==> config.mk <==
export PLATFORM = sky130hd
export DESIGN_NAME = dmem_arbiter_flat
export DESIGN_NICKNAME = d
export VERILOG_FILES = /design/src/rtl/dmem_pkg.sv /design/src/rtl/dmem_arbiter_if.sv /design/src/rtl/dmem_arbiter_rr_arb2.sv /design/src/rtl/dmem_arbiter.sv /design/src/flat_wrapper.sv
export SDC_FILE = /design/constraint.sdc
export NUM_CORES = 1
export LEC_CHECK = 0
export ABC_AREA = 1
export BUFFER_PORTS_ARGS = -buffer_cell sky130_fd_sc_hd__buf_4
export CAP_MARGIN = 20
export CORE_AREA = 2 2 135 137
export DETAILED_ROUTE_END_ITERATION = 6
export DIE_AREA = 0 0 137 139
export HOLD_SLACK_MARGIN = 0.05
export PLACE_DENSITY = 0.76
export SYNTH_ARGS = -nofsm -noshare
export SYNTH_HDL_FRONTEND = slang
export SYNTH_HIERARCHICAL = 1
export SYNTH_SLANG_ARGS = --single-unit
==> constraint.sdc <==
create_clock -name clk -period 4 [get_ports clk]
set_input_delay 0.4 -clock clk [delete_from_list [all_inputs] [get_ports clk]]
set_output_delay 0.4 -clock clk [all_outputs]
set_load 0.01 [all_outputs]
==> src/rtl/dmem_pkg.sv <==
// Shared widths, FSM encoding and request payload for the data-memory arbiter.
package dmem_pkg;

    localparam int unsigned ADDR_W = 15;
    localparam int unsigned DATA_W = 48;

    typedef enum logic [1:0] {
        IDLE  = 2'd0,
        ISSUE = 2'd1,
        WAIT  = 2'd2,
        RESP  = 2'd3
    } state_e;

    typedef struct packed {
        logic [ADDR_W-1:0] addr;
        logic [DATA_W-1:0] wdata;
        logic              read;
        logic              write;
    } req_t;

endpackage

==> src/rtl/dmem_arbiter_if.sv <==
// Bundle of both requester ports, the memory port and the busy flag.
interface dmem_arbiter_if;
    import dmem_pkg::*;

    logic [ADDR_W-1:0] m0_addr;
    logic              m0_read;
    logic              m0_write;
    logic [DATA_W-1:0] m0_wdata;
    logic [DATA_W-1:0] m0_rdata;
    logic              m0_done;

    logic [ADDR_W-1:0] m1_addr;
    logic              m1_read;
    logic              m1_write;
    logic [DATA_W-1:0] m1_wdata;
    logic [DATA_W-1:0] m1_rdata;
    logic              m1_done;

    logic [ADDR_W-1:0] mem_addr;
    logic              mem_read;
    logic              mem_write;
    logic [DATA_W-1:0] mem_wdata;
    logic [DATA_W-1:0] mem_rdata;
    logic              mem_done;

    logic              busy;

    // Arbiter side
    modport slave (
        input  m0_addr, m0_read, m0_write, m0_wdata,
        input  m1_addr, m1_read, m1_write, m1_wdata,
        input  mem_rdata, mem_done,
        output m0_rdata, m0_done, m1_rdata, m1_done,
        output mem_addr, mem_read, mem_write, mem_wdata, busy
    );

    // Requesters plus memory side
    modport master (
        output m0_addr, m0_read, m0_write, m0_wdata,
        output m1_addr, m1_read, m1_write, m1_wdata,
        output mem_rdata, mem_done,
        input  m0_rdata, m0_done, m1_rdata, m1_done,
        input  mem_addr, mem_read, mem_write, mem_wdata, busy
    );

endinterface

==> src/rtl/dmem_arbiter_rr_arb2.sv <==
// Two-way grant picker: round-robin on contention or fixed port-0 priority.
module rr_arb2 #(
    parameter bit ROUND_ROBIN = 1'b1
) (
    input  logic [1:0] req,
    input  logic       last,
    output logic [1:0] grant_c
);

    // last=1 means port 1 was served most recently, so port 0 is next in line
    always_comb begin
        grant_c = req;
        if (req == 2'b11) begin
            grant_c = (ROUND_ROBIN && !last) ? 2'b10 : 2'b01;
        end
    end

endmodule

==> src/rtl/dmem_arbiter.sv <==
// Serialises CPU (port 0) and I/O (port 1) word accesses onto the data memory.
module dmem_arbiter
    import dmem_pkg::*;
#(
    parameter bit ROUND_ROBIN = 1'b1
) (
    input logic           clk,
    input logic           reset_n,
    dmem_arbiter_if.slave bus
);

    state_e            state_q, state_d;
    logic              last_q, last_d;
    logic              owner_q, owner_d;
    req_t              req_q, req_d;
    req_t              m0_req_c, m1_req_c;
    logic [DATA_W-1:0] rdata0_q, rdata0_d;
    logic [DATA_W-1:0] rdata1_q, rdata1_d;
    logic              done0_q, done0_d;
    logic              done1_q, done1_d;
    logic              busy_q, busy_d;
    logic [1:0]        req_c, grant_c;

    assign m0_req_c = '{addr: bus.m0_addr, wdata: bus.m0_wdata,
                        read: bus.m0_read, write: bus.m0_write};
    assign m1_req_c = '{addr: bus.m1_addr, wdata: bus.m1_wdata,
                        read: bus.m1_read, write: bus.m1_write};
    assign req_c    = {m1_req_c.read | m1_req_c.write, m0_req_c.read | m0_req_c.write};

    rr_arb2 #(
        .ROUND_ROBIN(ROUND_ROBIN)
    ) u_arb (
        .req    (req_c),
        .last   (last_q),
        .grant_c(grant_c)
    );

    // Next-state and next-output logic; req_q.read/write double as the strobes
    always_comb begin
        state_d  = state_q;
        last_d   = last_q;
        owner_d  = owner_q;
        req_d    = req_q;
        rdata0_d = rdata0_q;
        rdata1_d = rdata1_q;
        done0_d  = 1'b0;
        done1_d  = 1'b0;

        req_d.read  = 1'b0;
        req_d.write = 1'b0;

        unique case (state_q)
            IDLE: begin
                if (|req_c) begin
                    req_d   = grant_c[0] ? m0_req_c : m1_req_c;
                    owner_d = grant_c[1];
                    last_d  = grant_c[1];
                    state_d = ISSUE;
                end
            end
            ISSUE: begin
                state_d = WAIT;
            end
            WAIT: begin
                if (bus.mem_done) begin
                    if (owner_q) begin
                        rdata1_d = bus.mem_rdata;
                        done1_d  = 1'b1;
                    end else begin
                        rdata0_d = bus.mem_rdata;
                        done0_d  = 1'b1;
                    end
                    state_d = RESP;
                end
            end
            RESP: begin
                state_d = IDLE;
            end
            default: begin
                state_d = IDLE;
            end
        endcase

        busy_d = (state_d != IDLE);
    end

    // State and output registers
    always_ff @(posedge clk or negedge reset_n) begin
        if (!reset_n) begin
            state_q  <= IDLE;
            last_q   <= 1'b1;
            owner_q  <= 1'b0;
            req_q    <= '0;
            rdata0_q <= '0;
            rdata1_q <= '0;
            done0_q  <= 1'b0;
            done1_q  <= 1'b0;
            busy_q   <= 1'b0;
        end else begin
            state_q  <= state_d;
            last_q   <= last_d;
            owner_q  <= owner_d;
            req_q    <= req_d;
            rdata0_q <= rdata0_d;
            rdata1_q <= rdata1_d;
            done0_q  <= done0_d;
            done1_q  <= done1_d;
            busy_q   <= busy_d;
        end
    end

    assign bus.mem_addr  = req_q.addr;
    assign bus.mem_wdata = req_q.wdata;
    assign bus.mem_read  = req_q.read;
    assign bus.mem_write = req_q.write;
    assign bus.m0_rdata  = rdata0_q;
    assign bus.m1_rdata  = rdata1_q;
    assign bus.m0_done   = done0_q;
    assign bus.m1_done   = done1_q;
    assign bus.busy      = busy_q;

endmodule
==> src/flat_wrapper.sv <==
// flat-port wrapper written by rule: the top's interface ports become plain ports
module dmem_arbiter_flat import dmem_pkg::*;
#(
    parameter bit ROUND_ROBIN = 1'b1
)
  (clk, reset_n, bus_m0_addr, bus_m0_read, bus_m0_write, bus_m0_wdata, bus_m1_addr, bus_m1_read, bus_m1_write, bus_m1_wdata, bus_mem_rdata, bus_mem_done, bus_m0_rdata, bus_m0_done, bus_m1_rdata, bus_m1_done, bus_mem_addr, bus_mem_read, bus_mem_write, bus_mem_wdata, bus_busy);
  dmem_arbiter_if bus_i ();
  input logic clk;
  input logic reset_n;
  input wire logic [$bits(bus_i.m0_addr)-1:0] bus_m0_addr;
  input wire logic [$bits(bus_i.m0_read)-1:0] bus_m0_read;
  input wire logic [$bits(bus_i.m0_write)-1:0] bus_m0_write;
  input wire logic [$bits(bus_i.m0_wdata)-1:0] bus_m0_wdata;
  input wire logic [$bits(bus_i.m1_addr)-1:0] bus_m1_addr;
  input wire logic [$bits(bus_i.m1_read)-1:0] bus_m1_read;
  input wire logic [$bits(bus_i.m1_write)-1:0] bus_m1_write;
  input wire logic [$bits(bus_i.m1_wdata)-1:0] bus_m1_wdata;
  input wire logic [$bits(bus_i.mem_rdata)-1:0] bus_mem_rdata;
  input wire logic [$bits(bus_i.mem_done)-1:0] bus_mem_done;
  output wire logic [$bits(bus_i.m0_rdata)-1:0] bus_m0_rdata;
  output wire logic [$bits(bus_i.m0_done)-1:0] bus_m0_done;
  output wire logic [$bits(bus_i.m1_rdata)-1:0] bus_m1_rdata;
  output wire logic [$bits(bus_i.m1_done)-1:0] bus_m1_done;
  output wire logic [$bits(bus_i.mem_addr)-1:0] bus_mem_addr;
  output wire logic [$bits(bus_i.mem_read)-1:0] bus_mem_read;
  output wire logic [$bits(bus_i.mem_write)-1:0] bus_mem_write;
  output wire logic [$bits(bus_i.mem_wdata)-1:0] bus_mem_wdata;
  output wire logic [$bits(bus_i.busy)-1:0] bus_busy;
  assign bus_i.m0_addr = bus_m0_addr;
  assign bus_i.m0_read = bus_m0_read;
  assign bus_i.m0_write = bus_m0_write;
  assign bus_i.m0_wdata = bus_m0_wdata;
  assign bus_i.m1_addr = bus_m1_addr;
  assign bus_i.m1_read = bus_m1_read;
  assign bus_i.m1_write = bus_m1_write;
  assign bus_i.m1_wdata = bus_m1_wdata;
  assign bus_i.mem_rdata = bus_mem_rdata;
  assign bus_i.mem_done = bus_mem_done;
  assign bus_m0_rdata = bus_i.m0_rdata;
  assign bus_m0_done = bus_i.m0_done;
  assign bus_m1_rdata = bus_i.m1_rdata;
  assign bus_m1_done = bus_i.m1_done;
  assign bus_mem_addr = bus_i.mem_addr;
  assign bus_mem_read = bus_i.mem_read;
  assign bus_mem_write = bus_i.mem_write;
  assign bus_mem_wdata = bus_i.mem_wdata;
  assign bus_busy = bus_i.busy;
  dmem_arbiter #(.ROUND_ROBIN(ROUND_ROBIN)) u_core (.clk(clk), .reset_n(reset_n), .bus(bus_i));
endmodule
==> results of run 1 <==
## cell usage after synthesis (3+ instances only)
master,n
buf_4,3
clkbuf_1,11
nand3_1,67
o21ai_1,10
o21ai_0,87
nor2_1,3
nand2_1,425
ha_1,3
dfrtp_1,167
buf_6,19
buf_2,19
inv_1,59
## where the power goes
| part | total (mW) | internal (mW) | switching [mW] | leakage (nW) |
|---|---|---|---|---|
| Clock | 1.64 | 0.934 | 0.704 | 0.289 |
| Combinational | 3.37 | 1.53 | 1.84 | 3.62 |
| Sequential | 2.92 | 2.48 | 0.437 | 2.11 |
| Total | 7.93 | 4.95 | 2.98 | 6.02 |
## per-layer routing
layer	track usage, %	vias up	share of wire (%)
met3	7.57	32	10
met1	26.4	3104	39
met2	35.4	301	48
met4	8.14	0	2.7
li1	-	3380	-
met5	0	-	0
## final cells by class
type | count | area [µm²]
diodes | 1 | 2.50
clock buffers | 17 | 425
fillers | 1572 | 7160
multi-input cells | 601 | 2510
repair buffers | 354 | 2670
well taps | 229 | 287
flip-flops and latches | 168 | 4210
inverters | 61 | 229
clock inverters | 14 | 163
## cells by family (layout without fill, tap and decap cells)
group | Yosys count | after routing | share of synthesized area [%]
flops | 168 | 168 | 57.4
simple gates | 499 | 499 | 26.9
fa+ha+maj | 3 | 3 | 0.513
compound gates | 99 | 99 | 6.80
other cells | 0 | 1 | 0
buf+inv | 116 | 446 | 8.39
## worst min path at each step
stage / slack [ps] / to
after global placement: 460 / u_core/bus.mem_wdata[0]
after floorplan: 100 / u_core/bus.busy
after global routing: 120 / u_core/bus.mem_wdata[24]
after CTS: 100 / u_core/bus.mem_wdata[24]
final: 30 / u_core/bus.mem_wdata[24]
after detailed placement: 460 / u_core/bus.mem_wdata[12]
## through the flow
| step | utilization (%) | instance area [µm²] | hold slack [ps] | power [mW] |
|---|---|---|---|---|
| 6_report | 59.5 | 10500 | 32.1 | 7.93 |
| 5_1_grt | 59.4 | 10500 | 115 | 8.53 |
| 4_1_cts | 59.3 | 10500 | 103 | 8.02 |
| 3_5_place_dp | 56.0 | 9890 | 459 | 6.35 |
| 3_3_place_gp | 56.0 | 9890 | 456 | 6.24 |
| 2_1_floorplan | - | 7320 | 104 | 4.64 |
## flip-flops by register name, summed over array words and instances (netlist names)
name,flops
u_core/bus.mem_wdata,48
u_core/bus.m1_done,1
u_core/bus.m0_rdata,48
u_core/bus.mem_addr,15
u_core/state_q,2
u_core/last_q,1
u_core/bus.m0_done,1
u_core/bus.mem_read,1
u_core/bus.busy,1
u_core/owner_q,1
u_core/bus.mem_write,1
u_core/bus.m1_rdata,48
==> summary.txt, run 1 <==
Yosys
  • Number of synthesized flops with an enable pin: 0
  • Ys async rst share: 100%
  • Synth Instances: slightly below 900
  • Number of synthesized register bits: roughly 170
  • Top-area cell type share of the netlist area: 57.1%
  • Synth area leaders: dfrtp_1 (57%), nand2_1 (22%), o21ai_0 (5.9%)
  • Synth Area per Inst: 8.27 µm²
  • Yosys warnings: 6
  • Synth Net Count: 1069
  • Main synth FF type: dfrtp_1
  • Distinct cells, synth: 20
  • Synth area leader: dfrtp_1
  • Sequential share of the synthesized area: 57.4%
  • Netlist Area Pre-Place: 7320 µm²

Critical path
  • CP most frequent cell: nand2_1
  • Worst Setup SP: u_core/state_q[0]
  • Critical R2R Launch: u_core/state_q[0]
  • Kind of cell adding the most delay to the critical path: simple AND/OR/NAND/NOR gates
  • Worst setup path end: u_core/bus.m1_rdata[37]
  • Crit path DAT: between 2000 and 3000 ps
  • Max stage delay on crit path: 570 ps
  • Worst flop-to-flop path endpoint: u_core/bus.m1_rdata[37]
  • Critical path type: register to register
  • Critical Path Fanout Max: 50
  • WP buf/inv: 3
  • Worst Setup Start Kind: register
  • Endpoint type of the worst setup path: register
  • Critical path, cell by cell: inv_1 > ha_1 > nand2_1 > inv_2 > nand2_2 > buf_4 > nand2_1 > o21ai_0
  • Cell count of the worst reg-to-reg path: 8
  • Worst endpoint required time: 4330 ps
  • Slowest-stage cell, CP: nand2_2
  • Reg-to-reg slack, setup: 1810 ps
  • Cell count along the critical path: 8

Clock tree
  • Max Root-Sink Buffers: 2
  • H-tree levels: 4
  • Hold_buf cts: 0
  • CTS tree: yes
  • Setup repair bufs after CTS: 0
  • CTS Sinks: 168
  • Clock Latency Late Sink: 420 ps
  • Resized Gates After CTS: 0
  • Root buffer cell: clkbuf_16
  • Cts bufs inserted: 17
  • Reg clk slew, reported paths: 70 ps

Final layout
  • Nets: 1387
  • Most frequent cells in the layout: nand2_1 (422), buf_4 (352), dfrtp_1 (167)
  • Most common cell after layout, fill and taps aside: nand2_1
  • Non-filler cells, final: 1445
  • Area growth from synthesis to layout: 43.4%
  • Layout cells sized above 1: 32.7%

Drt
  • Via count: 6817
  • WL final: ~21 mm
  • Vias per cell: 4.72
  • DRC Markers: 0
  • Post-DR wirelength/cell: 14.5 µm
  • DR iter-0 viols: 292
  • DR pass1 iterations: 7
  • Antenna-violating nets left: 0

Status
  • Status: finished clean

Power
  • Maximum VDD drop: 0.000349 V
  • P_leak: 6.02 nW
  • Pwr/cell area: ~760 nW/µm²

STA
  • Measured slew at the worst slew-check pin: 900 ps
  • Final period utilization: between 50 and 60%
  • RSZ-0062 raised after global routing: no
  • Relative slew slack: 40.0%
  • Final setup vio count: 0
  • Clock skew: 8.91 ps
  • Final count of pins violating max slew: 0
  • Fmax: 456 MHz
  • Worst Slack Setup Final: ~1800 ps
  • Setup TNS: 0 ps
  • Min Tclk post-route: 2190 ps
  • Hold Fails Final Rpt: 0

GRT
  • Pin count of the biggest net entering global routing: 98
  • Vias in the first global route: between 6000 and 7000
  • Initial antenna violation count: 1
  • Gr usage total: between 20% and 30%
  • Global-route wire length before repair: ~33 mm
  • Overflow after GRT: 0

Placement
  • GPL Wtd Cong: approximately 0.84
  • Cell total after placement: 1412
  • Post-DP HPWL: 15.0 mm
  • Post-Place Setup Slack: 1750 ps
  • I/O Buffers: 344

Floorplanning
  • Die area: 19000 µm²
  • Die W: around 140 µm
  • IO Count: ~350
  • Initial Util: 41.5%
  • Cell row count: 49
  • Core Region: 17700 µm²
  • Chip height: 139 µm

Hold path
  • Hold WC Path Type: input port to async pin

Job
  • Number of max-cap violations: 0
Note: power is estimated with default switching activity, not from simulation.
==> run 2: changes to the inputs <==
==> constraint.sdc (replaced) <==
create_clock -name clk -period 2.15 [get_ports clk]
set_input_delay 0.215 -clock clk [delete_from_list [all_inputs] [get_ports clk]]
set_output_delay 0.215 -clock clk [all_outputs]
set_load 0.01 [all_outputs]
==> run 2 against run 1 <==
Compared with the run above: routed wire length decreased by 0.15%; total power increased by 86%; clock-buffer cell count unchanged; largest cell class unchanged.
==> summary.txt, run 2 (synthesized netlist as in run 1, its figures left out) <==
GRT
  • Overflow after GRT: 0 (unchanged)
  • Vias in the first global route: 6533 (was 6647)
  • Pin count of the biggest net entering global routing: 53 (was 98)
  • Initial antenna violation count: 0 (was 1)
  • Gr usage total: 22.0% (was 21.7%)
  • Global-route wire length before repair: 33.2 mm (was 32.8 mm)

Final layout
  • Final core occ: 60.7% (was 59.5%)
  • Most frequent cells in the layout: nand2_1 (422), buf_4 (357), dfrtp_1 (167) (was nand2_1 (422), buf_4 (352), dfrtp_1 (167))
  • Most common cell after layout, fill and taps aside: nand2_1 (unchanged)
  • Antenna cells: 0 (was 1)
  • Nets: 1407 (was 1387)
  • Post-route cell area: 10700 µm² (was 10500 µm²)
  • Area growth from synthesis to layout: 46.3% (was 43.4%)
  • Layout cells sized above 1: 32.9% (was 32.7%)

Floorplanning
  • Die area: 19000 µm² (unchanged)
  • Die W: 137 µm (unchanged)
  • Chip height: 139 µm (unchanged)
  • IO Count: 345 (unchanged)
  • Cell row count: 49 (unchanged)
  • Core Region: 17700 µm² (unchanged)
  • Initial Util: 41.5% (unchanged)

Critical path
  • Critical Path Fanout Max: 38 (was 50)
  • Critical path type: register to register (unchanged)
  • Worst flop-to-flop path endpoint: u_core/bus.m0_rdata[21] (was u_core/bus.m1_rdata[37])
  • Crit path DAT: 2060 ps (was 2520 ps)
  • Cell count of the worst reg-to-reg path: 7 (was 8)
  • Endpoint type of the worst setup path: register (unchanged)
  • Worst Setup SP: u_core/state_q[0] (unchanged)
  • Worst endpoint required time: 2440 ps (was 4330 ps)
  • Reg-to-reg slack, setup: 370 ps (was 1810 ps)
  • Worst Setup Start Kind: register (unchanged)
  • Critical R2R Launch: u_core/state_q[0] (unchanged)

STA
  • RSZ-0062 raised after global routing: no (unchanged)
  • Relative slew slack: 66.6% (was 40.0%)
  • Measured slew at the worst slew-check pin: 501 ps (was 900 ps)
  • Final setup vio count: 0 (unchanged)
  • Final period utilization: 82.7% (was 54.8%)
  • Worst Slack Setup Final: 372 ps (was 1810 ps)
  • Clock skew: 12.9 ps (was 8.91 ps)
  • Worst hold slack: 71.6 ps (was 32.1 ps)
  • Setup TNS: 0 ps (unchanged)
  • Hold Fails Final Rpt: 0 (unchanged)
  • Min Tclk post-route: 1780 ps (was 2190 ps)
  • Fmax: 562 MHz (was 456 MHz)
  • Final count of pins violating max slew: 0 (unchanged)

Hold path
  • Hold WC Path Type: input port to register (was input port to async pin)
  • Hold Path Stages: 3
  • Hold EP: u_core/bus.m1_rdata[15]
  • Hold path startpoint: bus_mem_rdata[15]

Drt
  • Vias per cell: 4.74 (was 4.72)
  • Post-DR wirelength/cell: 14.3 µm (was 14.5 µm)
  • Via count: 6938 (was 6817)
  • DR iter-0 viols: 350 (was 292)
  • WL final: 21.0 mm (about the same)
  • DR pass1 iterations: 4 (was 7)
  • Antenna-violating nets left: 0 (unchanged)
  • DRC Markers: 0 (unchanged)

Clock tree
  • CTS tree: yes (unchanged)
  • Setup repair bufs after CTS: 0 (unchanged)
  • Root buffer cell: clkbuf_16 (unchanged)
  • Max Root-Sink Buffers: 2 (unchanged)
  • Cts bufs inserted: 17 (unchanged)
  • CTS Sinks: 168 (unchanged)
  • H-tree levels: 4 (unchanged)
  • Clock Latency Late Sink: 420 ps (about the same)
  • Reg clk slew, reported paths: 70 ps (about the same)

Power
  • Pwr/cell area: 1380 nW/µm² (was 756 nW/µm²)
  • P_leak: 6.12 nW (was 6.02 nW)
  • Maximum VDD drop: 0.000623 V (was 0.000349 V)

Status
  • Status: finished clean (unchanged)

Placement
  • Post-Place Setup Slack: 362 ps (was 1750 ps)
  • Post-DP HPWL: 15.5 mm (was 15.0 mm)
  • GPL Wtd Cong: 0.806 (was 0.840)
  • I/O Buffers: 344 (unchanged)
  • Placed Area: 10000 µm² (was 9890 µm²)

Job
  • Number of max-cap violations: 0 (unchanged)
==> run 2: worst max-delay path: stages (launching register included) <==
cell     delay [ps]
dfrtp_1         360
inv_1            80
ha_1            210
nand2_1         100
inv_2            50
nand2_2         300
buf_4           380
o21ai_0         150
==> run 2: worst max path at each step <==
stage                                    to  slack [ps]
global route        u_core/bus.m0_rdata[22]         170
finish              u_core/bus.m0_rdata[21]         370
CTS                 u_core/bus.m0_rdata[22]         360
global placement    u_core/bus.m0_rdata[24]         440
detailed placement  u_core/bus.m0_rdata[22]         360
floorplan           u_core/bus.m0_rdata[28]         790
==> run 2: final cells by class <==
cell class	instances	area, µm²
Sequential cell	168	4210
Clock buffer	17	425
Inverter	61	229
Fill cell	1590	6950
Timing Repair Buffer	374	2900
Clock inverter	14	151
Tap cell	229	287
Multi-Input combinational cell	601	2510
==> run 2: layer usage <==
| metal | vias to the layer above | GRT usage [%] | share of wire [%] |
|---|---|---|---|
| met5 | - | 0 | 0 |
| met4 | 0 | 8.30 | 2.9 |
| met3 | 38 | 7.16 | 9.3 |
| met1 | 3179 | 27.0 | 40 |
| met2 | 294 | 35.8 | 48 |
| li1 | 3427 | - | - |
==> run 2: what timing repair did <==
item | in CTS | in global routing
hold endpoints to repair | 58 | 0
gates resized for setup | 0 | 0
hold buffers | 11 | 0
==> run 2: power breakdown <==
group	switching, mW	total, mW	internal, mW
logic	3.42	6.37	2.94
registers	0.835	5.45	4.62
clock network	1.40	2.95	1.55
total	5.66	14.8	9.11
==> run 2: metrics by stage <==
stage / power [mW] / cells
after floorplan: 8.62 / 885
after global placement: 11.7 / 1422
after detailed placement: 11.9 / 1422
after CTS: 14.9 / 1464
after global routing: 15.8 / 1464
final: 14.8 / 1464
